## src/rtl/tdm_ingress_mux.sv

```systemverilog
// tdm_ingress_mux: per-port byte FIFOs drained onto one shared serial lane,
// one port per TDM slot, slot counter in lock-step with the BPU input_sel.
module tdm_ingress_mux #(
  parameter int DATA_WIDTH  = 8,
  parameter int NUM_PORTS   = 10,
  parameter int SLOT_PERIOD = 256,
  parameter int FIFO_DEPTH  = 16
) (
  input  logic                            clk,
  input  logic                            rst,
  input  logic [NUM_PORTS-1:0]            in_valid,
  output logic [NUM_PORTS-1:0]            in_ready,
  input  logic [NUM_PORTS-1:0]            in_sop,
  input  logic [NUM_PORTS*DATA_WIDTH-1:0] in_data,
  output logic                            output_wire,
  output logic                            output_new_packet,
  output logic [DATA_WIDTH-1:0]           output_data,
  output logic [7:0]                      slot_cnt,
  output logic [NUM_PORTS-1:0]            fifo_full
);

  localparam int AW = $clog2(FIFO_DEPTH);
  localparam int CW = AW + 1;
  localparam int EW = DATA_WIDTH + 1;
  localparam logic [7:0]    SLOT_LAST = 8'(SLOT_PERIOD - 1);
  localparam logic [CW-1:0] FULL_CNT  = CW'(FIFO_DEPTH);

  logic [7:0]            slot_q;
  logic [7:0]            slot_d;
  logic [EW-1:0]         mem_q    [NUM_PORTS][FIFO_DEPTH];
  logic [AW-1:0]         wr_ptr_q [NUM_PORTS];
  logic [AW-1:0]         rd_ptr_q [NUM_PORTS];
  logic [CW-1:0]         cnt_q    [NUM_PORTS];
  logic [NUM_PORTS-1:0]  full;
  logic [NUM_PORTS-1:0]  push;
  logic [NUM_PORTS-1:0]  pop;
  logic [EW-1:0]         head;
  logic                  wire_d;
  logic                  np_d;
  logic [DATA_WIDTH-1:0] data_d;
  logic                  wire_q;
  logic                  np_q;
  logic [DATA_WIDTH-1:0] data_q;

  // Slot counter next value, wrapping at the BPU counter modulus.
  always_comb begin
    slot_d = (slot_q == SLOT_LAST) ? 8'd0 : slot_q + 8'd1;
  end

  // Flow control from registered counts; pop only the port owning slot_d.
  always_comb begin
    full = '0;
    push = '0;
    pop  = '0;
    head = '0;
    for (int p = 0; p < NUM_PORTS; p++) begin
      full[p] = (cnt_q[p] == FULL_CNT);
      push[p] = in_valid[p] && !full[p];
      if (slot_d == 8'(p) && cnt_q[p] != '0) begin
        pop[p] = 1'b1;
        head   = mem_q[p][rd_ptr_q[p]];
      end
    end
  end

  // Lane value for the slot about to start; idle or empty slots show zero.
  always_comb begin
    wire_d = 1'b0;
    np_d   = 1'b0;
    data_d = '0;
    if (|pop) begin
      wire_d = 1'b1;
      np_d   = head[EW-1];
      data_d = head[DATA_WIDTH-1:0];
    end
  end

  // FIFO storage; contents need no reset since pointers define validity.
  always_ff @(posedge clk) begin
    for (int p = 0; p < NUM_PORTS; p++) begin
      if (push[p]) begin
        mem_q[p][wr_ptr_q[p]] <=
          {in_sop[p], in_data[p*DATA_WIDTH +: DATA_WIDTH]};
      end
    end
  end

  // Slot counter, FIFO pointers/counts and registered lane outputs.
  always_ff @(posedge clk or negedge rst) begin
    if (!rst) begin
      slot_q <= '0;
      wire_q <= 1'b0;
      np_q   <= 1'b0;
      data_q <= '0;
      for (int p = 0; p < NUM_PORTS; p++) begin
        wr_ptr_q[p] <= '0;
        rd_ptr_q[p] <= '0;
        cnt_q[p]    <= '0;
      end
    end else begin
      slot_q <= slot_d;
      wire_q <= wire_d;
      np_q   <= np_d;
      data_q <= data_d;
      for (int p = 0; p < NUM_PORTS; p++) begin
        if (push[p]) wr_ptr_q[p] <= wr_ptr_q[p] + AW'(1);
        if (pop[p])  rd_ptr_q[p] <= rd_ptr_q[p] + AW'(1);
        cnt_q[p] <= cnt_q[p] + CW'(push[p]) - CW'(pop[p]);
      end
    end
  end

  assign slot_cnt          = slot_q;
  assign output_wire       = wire_q;
  assign output_new_packet = np_q;
  assign output_data       = data_q;
  assign fifo_full         = full;
  assign in_ready          = ~full;

endmodule
```

## config.mk

```make
export PLATFORM = sky130hd
export DESIGN_NAME = tdm_ingress_mux
export DESIGN_NICKNAME = d
export VERILOG_FILES = /design/src/rtl/tdm_ingress_mux.sv
export SDC_FILE = /design/constraint.sdc
export NUM_CORES = 2
export LEC_CHECK = 0
export CORE_ASPECT_RATIO = 1.5
export CORE_UTILIZATION = 41
export DETAILED_ROUTE_END_ITERATION = 16
export PLACE_DENSITY = 0.61
export SETUP_SLACK_MARGIN = 0.05
export SKIP_LAST_GASP = 1
export SLEW_MARGIN = 20
export SYNTH_ARGS = -nofsm -noshare
export SYNTH_HDL_FRONTEND = slang
export SYNTH_SLANG_ARGS = --single-unit
```

## constraint.sdc

```tcl
create_clock -name clk -period 4.5 [get_ports clk]
set_clock_uncertainty 0.05 [all_clocks]
set_input_delay 0.9 -clock clk [delete_from_list [all_inputs] [get_ports clk]]
set_output_delay 0.9 -clock clk [all_outputs]
set_load 0.05 [all_outputs]
```

; ---- Yosys cells after proc, flatten, opt, wreduce, memory -nomap -nowiden
; Memories as Yosys holds them, arrays and structs flattened.
; Index checks and enable logic that the tools add are counted.
; W data, S select, Z words.
[totals]
n_memories = 1
output_inout_bits = 38
ramBits = 1440
inputBits = 102
ff_bits = 148
[memory_table]
columns = memory, depth, width, rd, rd_ports_with_merged_regs, wr, line_no
row1 = mem_q, 10, 144, 10, 0, 10, 30  ; logic [EW-1:0] mem_q [NUM_PORTS][FIFO_DEPTH];
[op_classes]
reduce_logical = 52
n_mux = 94
bitwise = 21
n_eq_ne = 20
magnitude_cmp = 30
addsub = 41
[ops]
columns = op, n
row1 = $mux W144, 10
row2 = $bmux W9 S4, 10
row3 = $demux W9 S4, 10
row4 = $mux W9, 40
row5 = $ge A5 B5 Y1 const B, 20
row6 = $not A4 Y5, 20
row7 = $add A4 B1 Y4 const B, 20
row8 = $add A5 B1 Y5, 10
row9 = $eq A5 B5 Y1 const B, 10
row10 = $lt A5 B1 Y1 const B, 10
row11 = $reduce_bool A5 Y1, 10
row12 = $sub A5 B1 Y5, 10
row13 = $eq A8 B3 Y1 const B, 4
row14 = $logic_and A1 B1 Y1, 30
row15 = $mux W1, 22
row16 = $eq A8 B2 Y1 const B, 2
row17 = $eq A8 B4 Y1 const B, 2
row18 = $mux W8, 2
row19 = $logic_not A1 Y1, 10
row20 = $not A10 Y10, 1
row21 = $reduce_or A10 Y1, 1
row22 = $add A8 B1 Y8 const B, 1
row23 = $eq A8 B1 Y1 const B, 1
row24 = $eq A8 B8 Y1 const B, 1
row25 = $logic_not A8 Y1, 1

; ---- Logic depth before layout (Yosys ltp)
[logic_depth]
depth_word = 15
depth_mapped = 18
mapped_depth_nobuf = 16

; ---- Worst setup path before layout
; OpenSTA, ideal clock, no wires.
[synth_timing]
kind = reg-to-reg
startpoint = register slot_q[0] (netlist: slot_cnt[0])
endpoint = register cnt_q[4] in the netlist's numbering
period_less_slack_ns = 3.827
setup_ns = 0.123
path_stages_with_launch = 17
required_time_ns = 4.327
arrival_ns = 3.654
setup_slack_ns = 0.673
path_buffers = 2
cell_sequence = dfrtp_1 > ha_1 > and4_4 > and4_4 > or3_4 > or3_1 > buf_2 > clkinv_1 > buf_4 > ha_1 > inv_1 > ha_1 > fa_1 > a21oi_1 > nor2_1 > nor2_1 > xnor2_1
[synth_via]
elab_chain_cells = 6
word_cells_on_any_way = 7
classes_between = add/sub: 2 / eq/ne: 2 / mux: 2 / reduce/logical: 1
[synth_rtl]
columns = item, line_no
row1 = "start, declared", 28  ; logic [7:0] slot_q;
row2 = "start signal, assigned", 101  ; slot_q <= slot_d;
row3 = $add A8 B1 Y8 or $eq A8 B8 Y1 (tied branches), 47  ; slot_d = (slot_q == SLOT_LAST) ? 8'd0 : slot_q + 8'd1;
row4 = $mux W8 (*), 47
row5 = $eq A8 B4 Y1 (*), 59  ; if (slot_d == 8'(p) && cnt_q[p] != '0) begin
row6 = $logic_and A1 B1 Y1 (*), 59
row7 = $mux W1 (*), 59
row8 = $sub A5 B1 Y5 (*), 108  ; cnt_q[p] <= cnt_q[p] + CW'(push[p]) - CW'(pop[p]);
row9 = "end signal, assigned by index", 108
row10 = "end, declared", 33  ; logic [CW-1:0] cnt_q [NUM_PORTS];
; Every way passes the cells marked *; elsewhere a longest branch is shown, timed or not.
; A chain may end at the register's enable or synchronous reset.

; ---- Worst setup path after layout
[layout_timing]
startpoint = register cnt_q[27] in the netlist's numbering
endpoint = output port fifo_full[4]
[layout_via]
elab_chain_cells = 1
[layout_rtl]
columns = item, line_no
row1 = $eq A5 B5 Y1, 57  ; full[p] = (cnt_q[p] == FULL_CNT);
row2 = "end, declared", 19  ; output logic [NUM_PORTS-1:0] fifo_full
; Every way passes these cells.

==> impl_metrics.ini <==
[run_status]
status = complete, no violations

[floorplanning]
ios = 140
fp.dieH_um = 486.9
core-area_um2 = 155200
fp-row-count = 177
initial_core_util_pct = 41.40
die-area_um2 = 158400
fp.dieW_um = 325.3

[logic_synthesis]
synthFlopType = edfxtp_1
synth_edf_count = 1440
yosys.area_share.simple_pct = 3.930
synth_top_family_by_area = multiplexers
yosysWarnings = 0
synth_fa_ha_area_share_pct = 2.550
syn_area_per_cell_um2 = 19.47
yosysUniqueCellTypes = 74
synth_top_area_share_pct = 67.28
synthCells = 3302
synth_seq_area_share_pct = 73.04
ys_seq_elements = 1588
yosys-top-cells-area = edfxtp_1, mux4_2, dfrtp_1
synth_xor_area_share_pct = 1.415
synth-compound-area-share_pct = 2.297
synthArstFlopShare_pct = 9.320
synthMuxAreaShare_pct = 14.86
synthesis.area_um2 = 64270
syn_nets = 3529
synth_top_area_cell = edfxtp_1

[power]
intPower_mw = 27.35
combPwrFrac_pct = 14.4
netSwitchingFraction_pct = 25.68
seqPwrFrac_pct = 51.0
p_leak_nw = 24.70
power_frac_clock_pct = 34.6
p_per_area_nw_per_um2 = 497.9
switching_power_mw = 9.450
ir_drop_v = 0.0003126

[timing]
fin_tns_setup_ns = 0
fmax_mhz = 245.8
hold_ws_ns = 0.04049
setup_viol = 0
slew_viol_final = 0
rsz0062_at_grt = no
final-hold-violation-count = 0
min_period_ns = 4.068
period_share_pct = 90.40
setup_ws_ns = 0.4319
worst_slew_pin_slew_ns = 1.068
relSlewSlack_pct = 28.56

[detailed_routing]
routedWlPerCell_um = 25.39
final_antenna_net_count = 0
initialDrtViolationCount = 2419
viasPerCell = 5.432
vias = 31430
drt-total-wl_um = 146900
drc = 0
drtPass1Iterations = 5

[global_routing]
grt_antenna_before_repair = 19
grt_pass1_wl_um = 219600
grt_max_degree = 62
grt_pass1_vias = 33160
grt_usage_pct = 18.89
grt_overflow_total = 0

[clock_network]
cts_root_buf = clkbuf_16
hold_buffers = 0
path_clk_slew_ns = 0.06
clock_latency_ns = 0.79
numCtsBuffers = 150
post-cts-setup-buffers = 0
htreeDepth = 4
cts_buffer_depth = 3
cts_num_sinks = 1588
ctsResizeCount = 0
cts_tree = done

[worst_setup_path]
cpMostUsedCell = inv_1
cp_max_fo = 3
cp_data_arrival_time_ns = 3.12
worst-setup-path-type = register to output port
crit_slowest_cell = clkdlybuf4s50_1
path_cells = inv_1 -> ha_1 -> nor3b_1 -> nand2_1 -> inv_1 -> clkdlybuf4s50_1
start_kind = register
critPathCaptureType = output port
cp.required_ns = 3.55
critPathMaxStageDelay_ns = 0.96

[placement]
hpwlAfterDp_um = 101400
place_congestion = 0.8482
pre_cts_slack_ns = 0.7281
io_buffer_count = 139

[cells_and_area]
regArea_um2 = 46960
final_nets = 3824
multi_input_area_um2 = 16270
drive_gt1_share_pct = 22.03
area_delta_synth_final_pct = 15.00
fillers = 12790

[worst_hold_path]
hold_path.class = input port to async pin

[flow_run]
cap_viol_max_count = 0
==> state kept, by name, summed over array words and instances, names as in the netlist <==
signal             cells
mem_q               1440
cnt_q                 50
rd_ptr_q              40
wr_ptr_q              40
output_data            8
slot_cnt               8
output_new_packet      1
output_wire            1
==> critical path: cells and delay by family (launching register included) <==
family,cells,cell delay [ns]
AND/OR/NAND/NOR,2,0.66
flip-flops,1,0.39
adder cells (fa/ha/maj),1,0.14
buffers and inverters,3,1.13
==> path summary, 6_finish.rpt <==
check                                      start                  endpoint  slack (ns)  depth (start not counted)
setup / recovery             cnt_q[27]$_DFF_PN0_              fifo_full[4]        0.43                          6
hold / removal                               rst   wr_ptr_q[2]$_DFFE_PN0P_        0.04                          1
setup reg to reg           slot_cnt[0]$_DFF_PN0_       cnt_q[14]$_DFF_PN0_        0.68                         17
hold reg to reg              cnt_q[30]$_DFF_PN0_       cnt_q[30]$_DFF_PN0_        0.45                          1
max in group asynchronous                    rst  wr_ptr_q[17]$_DFFE_PN0P_        3.39                          2
min in group clk             cnt_q[30]$_DFF_PN0_       cnt_q[30]$_DFF_PN0_        0.45                          1
==> cells by family after synthesis <==
logic type / Yosys count
flip-flops: 1588
AND/OR/NAND/NOR: 522
multiplexers: 469
buffers and inverters: 287
AO/OA/AOI/OAI: 208
adder cells (fa/ha/maj): 125
XOR/XNOR: 103
==> synth_stat cells (7+ instances only) <==
master,instances
a211oi_1,7
a21o_1,13
a21oi_1,30
a22oi_1,18
and2_1,48
and3_1,7
buf_1,16
buf_2,44
buf_4,13
clkbuf_1,73
dfrtp_1,148
edfxtp_1,1440
fa_1,10
ha_1,115
inv_1,126
mux2_2,12
mux2i_1,70
mux4_2,387
nand2_1,137
nand2b_1,21
nand3_1,49
nand4_1,29
nor2_1,142
nor2b_1,8
nor3_1,30
nor4_1,21
o21ai_0,34
o221ai_1,23
o22ai_1,14
or3_1,7
xnor2_1,78
xor2_1,24
==> layout by cell type, fill, tap and decap left out, types with 14 or more instances in the layout <==
cell	count
edfxtp_1	1440
mux4_2	387
clkbuf_16	156
buf_4	149
nor2_1	142
dfrtp_1	138
clkdlybuf4s50_1	138
nand2_1	137
inv_1	126
ha_1	115
xnor2_1	78
mux2i_1	70
nand3_1	49
and2_1	48
o21ai_0	33
clkinv_1	32
clkbuf_1	32
a21oi_1	30
nand4_1	29
nor3_1	26
xor2_1	24
o221ai_1	23
nand2b_1	21
clkinv_2	21
a22oi_1	18
o22ai_1	14
==> per-stage QoR <==
| stage | total power, mW | std cells | instance area [µm²] | utilization, % |
|---|---|---|---|---|
| 3_3_place_gp | 24.33 | 5503 | 68960 | 44.42 |
| 4_1_cts | 37.23 | 5781 | 73900 | 47.60 |
| 6_report | 36.80 | 5787 | 73920 | 47.61 |
| 3_5_place_dp | 24.50 | 5503 | 68960 | 44.42 |
| 5_1_grt | 38.34 | 5782 | 73900 | 47.60 |
| 2_1_floorplan | 22.36 | 3302 | 64270 | - |
==> per-layer routing <==
layer,track usage (%),routed length [µm],up-vias
li1,-,-,13810
met1,22.64,55730,16590
met2,33.95,78990,770
met3,3.665,7950,238
met4,6.235,4128,22
met5,0,125,-
==> cell type report <==
type / count / area share [%]
inverters: 135 / 0.6856
flip-flops and latches: 1588 / 63.53
clock inverters: 82 / 1.090
diodes: 6 / 0.02031
multi-input cells: 1427 / 22.01
repair buffers: 295 / 3.590
well taps: 2058 / 3.484
clock buffers: 196 / 5.593
==> power by group through the flow <==
stage               Clock (mW)  Combinational (mW)  Sequential, mW
global placement             0                5.32            19.0
global route              13.5                5.87            18.9
finish                    12.7                5.32            18.8
CTS                       13.0                5.43            18.8
detailed placement           0                5.42            19.1
floorplan                    0                3.78            18.6
Power figures use the tool's default switching activity.
